--- config.mk ---
export PLATFORM = sky130hd
export DESIGN_NAME = scoreboard_hazard_unit
export DESIGN_NICKNAME = d
export VERILOG_FILES = /design/src/rtl/scoreboard_hazard_unit.sv
export SDC_FILE = /design/constraint.sdc
export NUM_CORES = 1
export LEC_CHECK = 0
export CAP_MARGIN = 20
export CORE_MARGIN = 2
export CORE_UTILIZATION = 25
export CTS_CLUSTER_DIAMETER = 120
export DETAILED_ROUTE_END_ITERATION = 6
export DONT_BUFFER_PORTS = 1
export MAX_ROUTING_LAYER = met4
export SYNTH_ARGS = -nofsm -noshare
export SYNTH_HDL_FRONTEND = slang
export SYNTH_SLANG_ARGS = --single-unit
--- constraint.sdc ---
create_clock -name clk -period 6.4 [get_ports clk]
set_input_delay 1.92 -clock clk [delete_from_list [all_inputs] [get_ports clk]]
set_output_delay 1.92 -clock clk [all_outputs]
set_load 0.05 [all_outputs]
--- src/rtl/scoreboard_hazard_unit.sv ---
// Load-use hazard unit with a per-register pending scoreboard for variable-latency loads.
// Optional macro SCOREBOARD_WB_BYPASS_EN: a same-cycle writeback releases the hazard it resolves.
module scoreboard_hazard_unit #(
    parameter int REG_ADDR_W      = 5,
    parameter int MAX_OUTSTANDING = 2,
    parameter int STALL_CNT_W     = 16
) (
    input  logic                   clk,
    input  logic                   reset_n,
    input  logic                   id_valid,
    input  logic [REG_ADDR_W-1:0]  id_rs1,
    input  logic                   id_use_rs1,
    input  logic [REG_ADDR_W-1:0]  id_rs2,
    input  logic                   id_use_rs2,
    input  logic [REG_ADDR_W-1:0]  id_rd,
    input  logic                   id_reg_write,
    input  logic                   id_mem_read,
    input  logic                   flush,
    input  logic                   wb_valid,
    input  logic [REG_ADDR_W-1:0]  wb_rd,
    output logic                   PC_write,
    output logic                   IF_ID_write,
    output logic                   control_op,
    output logic [1:0]             stall_cause,
    output logic [3:0]             outstanding,
    output logic [STALL_CNT_W-1:0] stall_cycles,
    output logic                   wb_underflow_err
);

    localparam int         NUM_REGS = 2 ** REG_ADDR_W;
    localparam logic [3:0] MAX_OUT  = 4'(MAX_OUTSTANDING);

    typedef enum logic [1:0] {
        CAUSE_NONE   = 2'b00,
        CAUSE_RAW    = 2'b01,
        CAUSE_WAW    = 2'b10,
        CAUSE_STRUCT = 2'b11
    } cause_e;

    logic [NUM_REGS-1:0]    r_pending;
    logic [3:0]             r_outstanding;
    logic [STALL_CNT_W-1:0] r_stall_cycles;
    logic                   r_wb_underflow_err;

    logic [NUM_REGS-1:0]    w_wb_mask;
    logic [NUM_REGS-1:0]    w_p_eff;
    logic [NUM_REGS-1:0]    w_pending_next;
    logic                   w_wb_free;
    logic                   w_raw;
    logic                   w_waw;
    logic                   w_struct;
    logic                   w_live;
    logic                   w_stall;
    logic                   w_issue;

    // NOTE: every always_comb output gets a default first so no path leaves it unassigned (no latch).
    always_comb begin
        w_wb_mask = '0;
        if (wb_valid) w_wb_mask[wb_rd] = 1'b1;
    end

`ifdef SCOREBOARD_WB_BYPASS_EN
    assign w_p_eff   = r_pending & ~w_wb_mask & ~NUM_REGS'(1);
    assign w_wb_free = wb_valid && (r_outstanding != 4'd0);
`else
    assign w_p_eff   = r_pending & ~NUM_REGS'(1);
    assign w_wb_free = 1'b0;
`endif

    assign w_raw    = (id_use_rs1 && w_p_eff[id_rs1]) || (id_use_rs2 && w_p_eff[id_rs2]);
    assign w_waw    = id_reg_write && (id_rd != '0) && w_p_eff[id_rd];
    assign w_struct = id_mem_read && (r_outstanding == MAX_OUT) && !w_wb_free;
    // A squashed instruction neither stalls nor issues; reset masks everything.
    assign w_live   = reset_n && id_valid && !flush;
    assign w_stall  = w_live && (w_raw || w_waw || w_struct);
    assign w_issue  = w_live && !w_stall && id_mem_read;

    always_comb begin
        stall_cause = CAUSE_NONE;
        if (w_stall) begin
            if (w_raw)      stall_cause = CAUSE_RAW;
            else if (w_waw) stall_cause = CAUSE_WAW;
            else            stall_cause = CAUSE_STRUCT;
        end
    end

    // The issuing load's set is applied after the writeback clear, so it wins on the same index.
    always_comb begin
        w_pending_next = r_pending & ~w_wb_mask;
        if (w_issue && (id_rd != '0)) w_pending_next[id_rd] = 1'b1;
    end

    // NOTE: state uses non-blocking assignments; the scoreboard is plain flops, so reset clears it too.
    always_ff @(posedge clk) begin
        if (!reset_n) begin
            r_pending          <= '0;
            r_outstanding      <= 4'd0;
            r_stall_cycles     <= '0;
            r_wb_underflow_err <= 1'b0;
        end else begin
            r_pending <= w_pending_next;
            if (w_issue && !wb_valid)
                r_outstanding <= r_outstanding + 4'd1;
            else if (!w_issue && wb_valid && (r_outstanding != 4'd0))
                r_outstanding <= r_outstanding - 4'd1;
            if (wb_valid && (r_outstanding == 4'd0))
                r_wb_underflow_err <= 1'b1;
            if (w_stall && (r_stall_cycles != '1))
                r_stall_cycles <= r_stall_cycles + STALL_CNT_W'(1);
        end
    end

    assign PC_write         = !w_stall;
    assign IF_ID_write      = !w_stall;
    assign control_op       = w_stall;
    assign outstanding      = r_outstanding;
    assign stall_cycles     = r_stall_cycles;
    assign wb_underflow_err = r_wb_underflow_err;

endmodule

; ---- Word-level counts from Yosys, hierarchy flattened
; Index checks and enable logic that the tools add are counted.
[word_totals]
ff_bits = 53
inputBits = 29
out_inout_bits = 26
word_cells = 64
[op_classes]
n_addsub = 3
order_cmp = 6
eq_ne = 2
mux = 17
n_bitwise = 3
reduce_logical = 29
[op_table]
columns = cell, n
row1 = $mux W32, 2
row2 = $and A32 B32 Y32, 1
row3 = $not A32 Y32, 1
row4 = $or A32 B32 Y32, 1
row5 = $lt A5 B6 Y1 const B, 4
row6 = $logic_and A1 B1 Y1, 18
row7 = $add A16 B1 Y16 const B, 1
row8 = $ne A16 B16 Y1 const B, 1
row9 = $bmux W1 S5, 3
row10 = $demux W1 S5, 2
row11 = $ge A5 B1 Y1 const B, 2
row12 = $mux W4, 2
row13 = $mux W1, 6
row14 = $reduce_bool A5 Y1, 1
row15 = $add A4 B1 Y4 const B, 1
row16 = $eq A4 B2 Y1 const B, 1
row17 = $logic_not A1 Y1, 4
row18 = $logic_not A4 Y1, 1
row19 = $mux W2, 2
row20 = $reduce_bool A4 Y1, 1
row21 = $sub A4 B1 Y4 const B, 1
row22 = $logic_or A1 B1 Y1, 3
row23 = $reduce_bool A2 Y1, 1

; ---- Logic depth before layout (Yosys ltp)
[depth]
depth_word = 15
ltp_mapped = 15
ltp_nobuf = 12

; ---- Worst setup path after synthesis
; No wires, ideal clock.
[synth_timing]
kind = input to output
startpoint = input port id_rs1[0]
endpoint = output port stall_cause[0]
t_arrival_ns = 4.453
required_ns = 4.480
setup_slack_ns = 0.027
stages = 11
n_path_buf = 3
path_cell_list = clkbuf_1 mux4_2 nor2b_1 nor3_1 o311ai_0 nand2b_1 o21ai_1 buf_2 inv_2 buf_2 o21a_1
[synth_between]
elab_chain_cells = 8
word_cells_on_any_way = 9
classes_between = 4 x mux / 5 x reduce/logical
[synth_rtl]
columns = item, line
row1 = start: declaration, 11  ; input logic [REG_ADDR_W-1:0] id_rs1,
row2 = $bmux W1 S5, 70  ; assign w_raw = (id_use_rs1 && w_p_eff[id_rs1]) || (id_use_rs2 && w_p_eff[id_rs2]);
row3 = $mux W1 (not written as such), 70
row4 = $logic_and A1 B1 Y1, 70
row5 = $logic_or A1 B1 Y1, 70
row6 = $logic_or A1 B1 Y1 (2 in series), 75  ; assign w_stall = w_live && (w_raw || w_waw || w_struct);
row7 = $logic_and A1 B1 Y1, 75
row8 = named net control_op, 23  ; output logic control_op,
row9 = $mux W2, 80  ; if (w_stall) begin
row10 = end: declaration, 24  ; output logic [1:0] stall_cause,
; The timed path passes the listed nets, and every way through them passes these cells. The select of a mux whose other input is x is not followed.

; ---- Worst setup path in the final report
[layout_timing]
startpoint = input port id_rs1[1]
endpoint = output port PC_write
[layout_between]
elab_chain_cells = 8
[layout_rtl]
columns = item, line
row1 = $bmux W1 S5, 70
row2 = $mux W1 (not written as such), 70
row3 = $logic_and A1 B1 Y1, 70
row4 = $logic_or A1 B1 Y1, 70
row5 = $logic_or A1 B1 Y1 (2 in series), 75
row6 = $logic_and A1 B1 Y1, 75
row7 = $logic_not A1 Y1, --
row8 = end: declaration, 21  ; output logic PC_write,
; No other way between the ends. The select of a mux whose other input is x is not followed.

==> impl_metrics.env <==
export IMPL_clkTransAtPathRegs_ps=70
export IMPL_swShare=0.270
export IMPL_post_cts_setup_buffer_count=0
export IMPL_path_max_fanout=10
export IMPL_crit_end="PC_write"
export IMPL_crit_start="id_rs1[1]"
export IMPL_ioPinCount=55
export IMPL_synthTopCellsByArea="dfxtp_1, mux4_2, mux2i_1"
export IMPL_yosysUniqueCellTypes=57
export IMPL_layout_commonest_cell="dfxtp_1"
export IMPL_powerDensity_mw_per_mm2=222
export IMPL_synth_area_mm2=0.00328
export IMPL_core_mm2=0.0127
export IMPL_r2r_cells=12
export IMPL_holdCritPathClass="register to register"
export IMPL_vias=2928
export IMPL_synth_edff_count=0
export IMPL_layout_common_cells="dfxtp_1, o21ai_0, nand2_1, mux2i_1, o211ai_1"
export IMPL_clockBufferDepth=2
export IMPL_start_kind="primary input"
export IMPL_r2r_start="r_pending[15]"
export IMPL_required_ps=4480
export IMPL_syn_area_per_cell_um2=9.17
export IMPL_nFillCells=1364
export IMPL_worst_slew_pin_slew_ps=864
export IMPL_drive_above_1_share=0.125
export IMPL_fmax_ghz=0.162
export IMPL_area_growth_pct=8.88
export IMPL_combPwrFrac=0.108
export IMPL_p_int_uw=579
export IMPL_finalWirelength_um=9680
export IMPL_slew_headroom=0.416
export IMPL_finalSetupViolCount=0
export IMPL_antenna_found_initial=0
export IMPL_cts_root_buf="clkbuf_16"
export IMPL_drv_slew=0
export IMPL_place_congestion=0.847
export IMPL_die_area_mm2=0.0141
export IMPL_p_switching_uw=214
export IMPL_wl_per_cell_um=18.8
export IMPL_yosysWarnings=0
export IMPL_rsz0062_at_grt="no"
export IMPL_clkPwrFrac=0.414
export IMPL_die_x_um=119
export IMPL_grt_max_degree=52
export IMPL_setup_tns_ps=0
export IMPL_hold_buffers=0
export IMPL_hold_viol_final=0
export IMPL_die_y_um=119
export IMPL_cp_cell_sequence="mux4_2, o2bb2ai_1, a311oi_1, o311ai_0, nand2b_1, o21ai_2, buf_4"
export IMPL_cts_tree="built"
export IMPL_diodes=0
export IMPL_syn_inst=358
export IMPL_skew_ps=6.89
export IMPL_rrSetupSlack_ps=2870
export IMPL_async_flop_share=0
export IMPL_path_class="primary input to output pin"
export IMPL_timing_rr_end="outstanding[1]"
export IMPL_critPathSlowestCell="o311ai_0"
export IMPL_synth_main_ff_cell="dfxtp_1"
export IMPL_synth_net_count=389
export IMPL_cp_arrival_ps=4250
export IMPL_end_kind="output pin"
export IMPL_cts_buffers=5
export IMPL_start_util=0.258
export IMPL_fin_crit_sh=0.963
export IMPL_row_count=41
export IMPL_first_global_vias=2815
export IMPL_clock_latency_ps=290
export IMPL_viasPerCell=5.69
export IMPL_ys_seq_area_frac=0.317
export IMPL_pre_cts_ws_ps=312
export IMPL_drt_pass1_iter_count=4
export IMPL_portBuffers=0
export IMPL_ys_ff_latch=52
export IMPL_h_tree_depth=2
export IMPL_p_seq_frac=0.477
export IMPL_ir_drop_v=0.000128
export IMPL_drt_iter0_drc=248
export IMPL_cts_sinks=52
export IMPL_dpl_hpwl_um=7110
export IMPL_max_cap_viol_count=0
export IMPL_period_minus_slack_ps=6170
export IMPL_grt_pass1_wl_um=15700
export IMPL_synth_top_area_share=0.317
export IMPL_ant_nets=0
export IMPL_drc=0
export IMPL_layout_setup_ws_ps=234
export IMPL_status="complete, no violations"
export IMPL_slowest_delay_ps=770
export IMPL_cts_resized_gates=0
export IMPL_groute_usage_overall=0.144
export IMPL_p_leak_uw=0.00122
export IMPL_grt_overflow_total=0
export IMPL_synth_top_area_cell="dfxtp_1"
export IMPL_nets=373
[Yosys cell counts (all sizes together), types with 5 or more instances]
| cell type | n |
|---|---|
| nand3 | 18 |
| or3 | 5 |
| nand4 | 8 |
| nor2 | 14 |
| o211ai | 24 |
| dfxtp | 52 |
| nand2 | 28 |
| nand2b | 8 |
| inv | 6 |
| nor3 | 5 |
| clkbuf | 15 |
| nand3b | 8 |
| mux2i | 25 |
| mux4 | 19 |
| o21ai | 35 |
| buf | 11 |
| nor2b | 8 |
| a21oi | 11 |
[sequential cells by signal, summed over array words and instances, names as in the netlist]
| signal | cells |
|---|---|
| r_pending | 31 |
| stall_cycles | 16 |
| outstanding | 4 |
| wb_underflow_err | 1 |
[cells by family after synthesis]
logic type | count (synthesis) | share of synthesized area
buffers and inverters | 33 | 0.0484
DFF | 52 | 0.317
and+or+nand+nor | 123 | 0.208
adders and majority gates | 2 | 0.00762
AOI/OAI and AO/OA | 100 | 0.199
xor gates and xnor gates | 1 | 0.00267
muxes | 47 | 0.217
[worst max-delay path: cells and delay by family]
| family | cells | cell delay, ps |
|---|---|---|
| buffers and inverters | 1 | 370 |
| muxes | 1 | 470 |
| and+or+nand+nor | 1 | 230 |
| AOI/OAI and AO/OA | 4 | 1250 |
[per-layer routing]
layer / GRT usage / up-vias / share of wire
met5: - / - / 0
met4: 0.0513 / 0 / 0.027
met3: 0.0362 / 16 / 0.095
met2: 0.223 / 132 / 0.47
met1: 0.182 / 1434 / 0.41
li1: - / 1346 / -
[area by class of cell]
type                       count  area [µm²]  share of cell area
multi-input combinational    273        2090               0.584
clock inverter                 1        30.0             0.00840
tap                          172         215              0.0602
inverter                       7        26.3             0.00735
sequential                    52        1040               0.291
clock buffer                   7         153              0.0427
timing repair buffer           3        22.5             0.00630
[per-stage QoR]
stage | instances | utilization | hold WS (ps) | area [µm²] | power [µW]
6_report | 515 | 0.281 | 511 | 3570 | 792
5_1_grt | 515 | 0.281 | 550 | 3570 | 822
4_1_cts | 515 | 0.281 | 519 | 3570 | 799
3_5_place_dp | 507 | 0.267 | 508 | 3390 | 472
3_3_place_gp | 507 | 0.267 | 516 | 3390 | 469
2_1_floorplan | 358 | - | 469 | 3280 | 469
[worst min path at each step]
| stage | startpoint | slack [ps] | to | cells after the start |
|---|---|---|---|---|
| 6_report | r_pending[4] | 510 | r_pending[4] | 2 |
| 3_3_place_gp | r_pending[16] | 520 | r_pending[16] | 2 |
| 2_1_floorplan | r_pending[4] | 470 | r_pending[4] | 2 |
| 4_1_cts | r_pending[4] | 520 | r_pending[4] | 2 |
| 5_1_grt | r_pending[7] | 550 | r_pending[7] | 2 |
| 3_5_place_dp | r_pending[4] | 510 | r_pending[4] | 2 |
[power by group through the flow]
stage	combinational, µW	sequential, µW	clock, µW
after CTS	86.3	379	334
final	85.8	378	328
after detailed placement	85.5	386	0
after global routing	96.5	381	345
after floorplan	92.6	377	0
after global placement	83.9	385	0
Power figures use the tool's default switching activity.
